$ cat config.mk
export PLATFORM = sky130hd
export DESIGN_NAME = histogram_accumulator
export DESIGN_NICKNAME = d
export VERILOG_FILES = /design/src/rtl/histogram_accumulator.sv
export SDC_FILE = /design/constraint.sdc
export NUM_CORES = 1
export LEC_CHECK = 0
export BUFFER_PORTS_ARGS = -buffer_cell sky130_fd_sc_hd__buf_2
export CORE_ASPECT_RATIO = 0.9
export CORE_UTILIZATION = 33
export DETAILED_ROUTE_END_ITERATION = 16
export GPL_ROUTABILITY_DRIVEN = 0
export HOLD_SLACK_MARGIN = 0.08
export SLEW_MARGIN = 20
export SYNTH_ARGS = -nofsm -noshare
export SYNTH_HDL_FRONTEND = slang
export SYNTH_SLANG_ARGS = --single-unit
$ cat constraint.sdc
create_clock -name clock -period 4.4 [get_ports clock]
set_clock_uncertainty 0.15 [all_clocks]
set_input_delay 0 -clock clock [delete_from_list [all_inputs] [get_ports clock]]
set_output_delay 0 -clock clock [all_outputs]
set_load 0.02 [all_outputs]
$ cat src/rtl/histogram_accumulator.sv
// Streams NUM_WORDS*PPW pixels from a source memory and builds their histogram
// in an external bin memory, one pixel per clock, with read-modify-write forwarding.
module histogram_accumulator #(
  parameter int PIX_W     = 8,
  parameter int PPW       = 16,
  parameter int NUM_WORDS = 4,
  parameter int ADDR_W    = 16,
  parameter int CNT_W     = 16
) (
  input  logic                            clock,
  input  logic                            rst_n,
  input  logic                            start,
  output logic [ADDR_W-1:0]               src_addr,
  input  logic [PPW*PIX_W-1:0]            src_data,
  output logic [PIX_W-1:0]                bin_raddr,
  input  logic [CNT_W-1:0]                bin_rdata,
  output logic [PIX_W-1:0]                bin_waddr,
  output logic [CNT_W-1:0]                bin_wdata,
  output logic                            bin_we,
  output logic                            busy,
  output logic                            done,
  output logic [ADDR_W+$clog2(PPW)-1:0]   pix_total
);

  localparam int IDX_W = (PPW > 1) ? $clog2(PPW) : 1;
  localparam int TOT_W = ADDR_W + $clog2(PPW);

  typedef enum logic [2:0] {IDLE, CLEAR, RUN, DRAIN, DONE} state_t;

  state_t             r_state;
  logic [ADDR_W-1:0]  r_srcAddr;
  logic [IDX_W-1:0]   r_pixIdx;
  logic               r_s1Valid;
  logic [IDX_W-1:0]   r_s1Idx;
  logic               r_s2Valid;
  logic [PIX_W-1:0]   r_s2Pix;
  logic               r_binWe;
  logic [PIX_W-1:0]   r_binWaddr;
  logic [CNT_W-1:0]   r_binWdata;
  logic               r_wrValid;
  logic [PIX_W-1:0]   r_wrPix;
  logic [CNT_W-1:0]   r_wrCnt;
  logic [TOT_W-1:0]   r_pixTotal;

  logic [PIX_W-1:0]   w_s1Pix;
  logic [CNT_W-1:0]   w_s2Base;
  logic [CNT_W-1:0]   w_s2Next;
  logic               w_lastIssue;

  assign w_s1Pix     = src_data[r_s1Idx*PIX_W +: PIX_W];
  assign w_lastIssue = (r_srcAddr == ADDR_W'(NUM_WORDS-1)) && (r_pixIdx == IDX_W'(PPW-1));

  // The bin memory returns old data when read and written in the same cycle, so
  // the write retired one cycle earlier (r_wr*) is also forwarded behind the S3 path.
  always_comb begin
    w_s2Base = bin_rdata;
    if (r_binWe && (r_binWaddr == r_s2Pix))
      w_s2Base = r_binWdata;
    else if (r_wrValid && (r_wrPix == r_s2Pix))
      w_s2Base = r_wrCnt;
  end

  assign w_s2Next = (w_s2Base == {CNT_W{1'b1}}) ? w_s2Base : w_s2Base + CNT_W'(1);

  always_ff @(posedge clock) begin
    if (!rst_n) begin
      r_state    <= IDLE;
      r_srcAddr  <= '0;
      r_pixIdx   <= '0;
      r_s1Valid  <= 1'b0;
      r_s1Idx    <= '0;
      r_s2Valid  <= 1'b0;
      r_s2Pix    <= '0;
      r_binWe    <= 1'b0;
      r_binWaddr <= '0;
      r_binWdata <= '0;
      r_wrValid  <= 1'b0;
      r_wrPix    <= '0;
      r_wrCnt    <= '0;
      r_pixTotal <= '0;
    end else begin
      r_s1Valid  <= 1'b0;
      r_s2Valid  <= r_s1Valid;
      r_s2Pix    <= w_s1Pix;
      r_binWe    <= r_s2Valid;
      r_binWaddr <= r_s2Pix;
      r_binWdata <= w_s2Next;
      r_wrValid  <= r_binWe;
      r_wrPix    <= r_binWaddr;
      r_wrCnt    <= r_binWdata;
      if (r_binWe && start && (r_state == RUN || r_state == DRAIN))
        r_pixTotal <= r_pixTotal + TOT_W'(1);

      case (r_state)
        IDLE: begin
          if (start) begin
            r_state    <= CLEAR;
            r_binWe    <= 1'b1;
            r_binWaddr <= '0;
            r_binWdata <= '0;
            r_srcAddr  <= '0;
            r_pixIdx   <= '0;
            r_pixTotal <= '0;
          end
        end
        CLEAR: begin
          if (!start) begin
            r_state   <= IDLE;
            r_s2Valid <= 1'b0;
            r_binWe   <= 1'b0;
          end else if (r_binWaddr == {PIX_W{1'b1}}) begin
            r_state <= RUN;
            r_binWe <= 1'b0;
          end else begin
            r_binWe    <= 1'b1;
            r_binWaddr <= r_binWaddr + PIX_W'(1);
            r_binWdata <= '0;
          end
        end
        RUN: begin
          if (!start) begin
            r_state   <= IDLE;
            r_s2Valid <= 1'b0;
            r_binWe   <= 1'b0;
          end else begin
            r_s1Valid <= 1'b1;
            r_s1Idx   <= r_pixIdx;
            if (w_lastIssue) begin
              r_state <= DRAIN;
            end else if (r_pixIdx == IDX_W'(PPW-1)) begin
              r_pixIdx  <= '0;
              r_srcAddr <= r_srcAddr + ADDR_W'(1);
            end else begin
              r_pixIdx <= r_pixIdx + IDX_W'(1);
            end
          end
        end
        // The S3 write of the final pixel retires on the same edge that enters DONE.
        DRAIN: begin
          if (!start) begin
            r_state   <= IDLE;
            r_s2Valid <= 1'b0;
            r_binWe   <= 1'b0;
          end else if (!r_s1Valid && !r_s2Valid) begin
            r_state <= DONE;
          end
        end
        DONE: begin
          if (!start) r_state <= IDLE;
        end
        default: r_state <= IDLE;
      endcase
    end
  end

  assign src_addr  = r_srcAddr;
  assign bin_raddr = r_s1Valid ? w_s1Pix : '0;
  assign bin_waddr = r_binWaddr;
  assign bin_wdata = r_binWdata;
  assign bin_we    = r_binWe;
  assign busy      = (r_state == CLEAR) || (r_state == RUN) || (r_state == DRAIN);
  assign done      = (r_state == DONE);
  assign pix_total = r_pixTotal;

endmodule

==> flow_summary.toml <==
[status]
status = "completed"

[drt]
drtIter0Drc = 326
met1_length_um = 8368
wl_per_cell_um = 17.31
drcViolationCount = 0
first_pass_iters = 5
final_antenna_net_count = 0
wl_met2_um = 9791
met3_length_um = 1217
totalWireLength_um = 19630
vias = 6061
top_layer = "met4"
viasPerCell = 5.345

[setup_path]
r2r_slack_ns = 0.38
crit_fanout = 25
critPathSlowestCell = "or3_2"
critPathCaptureType = "flip-flop"
cp.arrival_ns = 4.17
r2r_cells = 10
crit_chain = "xnor2_1, nand4_2, or3_2, a21oi_2, ha_1, and3_1, and4_1, o31ai_1, dlygate4sd3_1, a21oi_1"
criticalPathCategory = "flip-flop to flip-flop"
cp.required_ns = 4.55
regToRegStartpoint = "bin_waddr[2]"
crit_path_start_kind = "flip-flop"
cpPeakStageDelay_ns = 0.72
startpoint = "bin_waddr[2]"

[power]
ir_drop_uv = 186.5
switching_share_pct = 35.03
cellLeakagePower_uw = 0.003270
comb_power_share_pct = 27.0
p_sw_uw = 966.9
p_clk_share_pct = 31.9
p_int_uw = 1793
p_seq_share_pct = 41.1
powerDensity_nw_per_um2 = 349.6

[yosys]
yosysTopAreaCellShare_pct = 35.02
ys_warn_count = 0
ys_top_cells_by_area = "dfxtp_1 (35%), mux4_2 (15%), and2_1 (4.8%), nor2_1 (4.3%), xnor2_1 (3.7%)"
synthFlopType = "dfxtp_1"
synth_cell_type_count = 55
async_flop_share_pct = 0
synth_cells = 677
syn_nets = 829
ys_ff_latch = 107
synth_area_um2 = 6116
yosysTopAreaCell = "dfxtp_1"
syn_area_per_cell_um2 = 9.034
yosysMostFrequentCell = "dfxtp_1"
synth_commonest_cells = "dfxtp_1 (107), nor2_1 (70), nand2_1 (56)"
synth_edf_count = 0
ys_seq_area_share_pct = 35.02

[sta]
finalSetupViolCount = 0
slew_headroom_pct = 29.16
finalHoldViolations = 0
setup_slack_ns = 0.3776
finalCriticalPeriod_ns = 4.022
fin_tns_setup_ns = 0
hold_slack_ns = 0.1013
clock.fmax_ghz = 0.2486
grt_setup_unrepaired = "false"
fin_crit_sh_pct = 91.42
final_max_slew_viol_count = 0
tightest_slew_ns = 1.061

[placed_design]
port-buffer-count = 217
dp_slack_ns = 0.7250
hpwl_um = 15040

[floorplan]
die_y_um = 131.2
die_w_um = 145.5
num_rows = 46
boundaryPins = 218
start_util_pct = 34.17
core_area_um2 = 17900
die-area_um2 = 19080

[final_layout]
num_antenna_cells = 0
nets = 1041
multiInputGateArea_um2 = 3776
drive_gt1_share_pct = 32.77
regArea_um2 = 2146
syn_to_final_growth_pct = 29.09
n_fill_cell = 1777

[grt]
grt_pass1_vias = 5986
grt_max_degree = 44
grt_pass1_wl_um = 31740
grtUsageTotal_pct = 20.87
globalRouteOverflowTotal = 0
antenna_found_initial = 0

[clocking]
clkTransAtPathRegs_ns = 0.08
root_buffer = "clkbuf_16"
numCtsBuffers = 9
htree_levels = 3
insertion_delay_ns = 0.36
clock-sinks = 107
clk_path_buf_depth = 2
post_cts_buffers = 0
cts_tree = "yes"

[hold_path]
hp-class = "primary input to flip-flop"
min_from = "bin_rdata[1]"
holdPathStages = 5

[run]
cap_violations = 0
-- kinds of logic after synthesis --
| kind of cell | after synthesis | share of synthesized area (%) |
|---|---|---|
| muxes | 50 | 16.43 |
| AOI/OAI and AO/OA | 125 | 12.89 |
| buffers and inverters | 49 | 3.273 |
| DFF | 107 | 35.02 |
| adders and majority gates | 5 | 1.023 |
| and+or+nand+nor | 302 | 25.78 |
| xor gates and xnor gates | 39 | 5.585 |
-- worst paths after layout --
kind,end
max,bin_wdata[5]
min,bin_wdata[1]
max reg2reg,bin_wdata[5]
min reg2reg,r_s1Idx[3]
-- layout make-up --
cell class,instances,share of cell area [%]
flip-flops and latches,107,27.18
clock inverters,7,1.173
clock buffers,9,2.853
multi-input cells,521,47.83
inverters,7,0.3328
repair buffers,243,16.83
well taps,240,3.803
-- power groups by stage --
stage,registers [uW],clock network [uW],logic (uW)
after CTS,1130,901,743
after global routing,1150,934,826
after floorplan,1140,0,471
final,1130,880,746
after global placement,1160,0,719
after detailed placement,1160,0,722
-- metrics by stage --
| stage | utilization [%] | cell area, um2 | total power, uW | std cells |
|---|---|---|---|---|
| after floorplan | - | 6116 | 1610 | 677 |
| after global placement | 41.25 | 7383 | 1875 | 1099 |
| after detailed placement | 41.25 | 7383 | 1879 | 1099 |
| after CTS | 44.09 | 7891 | 2779 | 1134 |
| after global routing | 44.11 | 7895 | 2907 | 1134 |
| final | 44.11 | 7895 | 2760 | 1134 |
-- placed cells by master (no fill, tap or decap), types with 23 or more instances in the layout --
master     n
buf_2    217
and3_1    23
mux4_2    40
a21oi_1   32
nor2_1    70
nand2_1   56
and2_1    47
dfxtp_1  106
nand3_1   30
o21ai_0   32
xnor2_1   26
-- routing by layer --
layer | GRT usage (%) | vias up
li1 | - | 2943
met1 | 26.29 | 2836
met4 | 5.848 | 0
met2 | 36.97 | 264
met5 | 0 | -
met3 | 2.986 | 18
-- worst max-delay path, delay by kind of cell, from the launching register on --
kind	cells	cell delay, ns
buf+inv	1	0.59
flops	1	0.47
xor+xnor	1	0.17
simple gates	4	1.73
compound gates	3	0.58
fa+ha+maj	1	0.24
-- what timing repair did --
item                                    4_1_cts  5_1_grt
hold buffers                                 19        0
endpoints found under the setup margin        0        2
gates resized for setup                       0        1
hold endpoints to repair                     20        0
(Power assumes the default switching activity.)
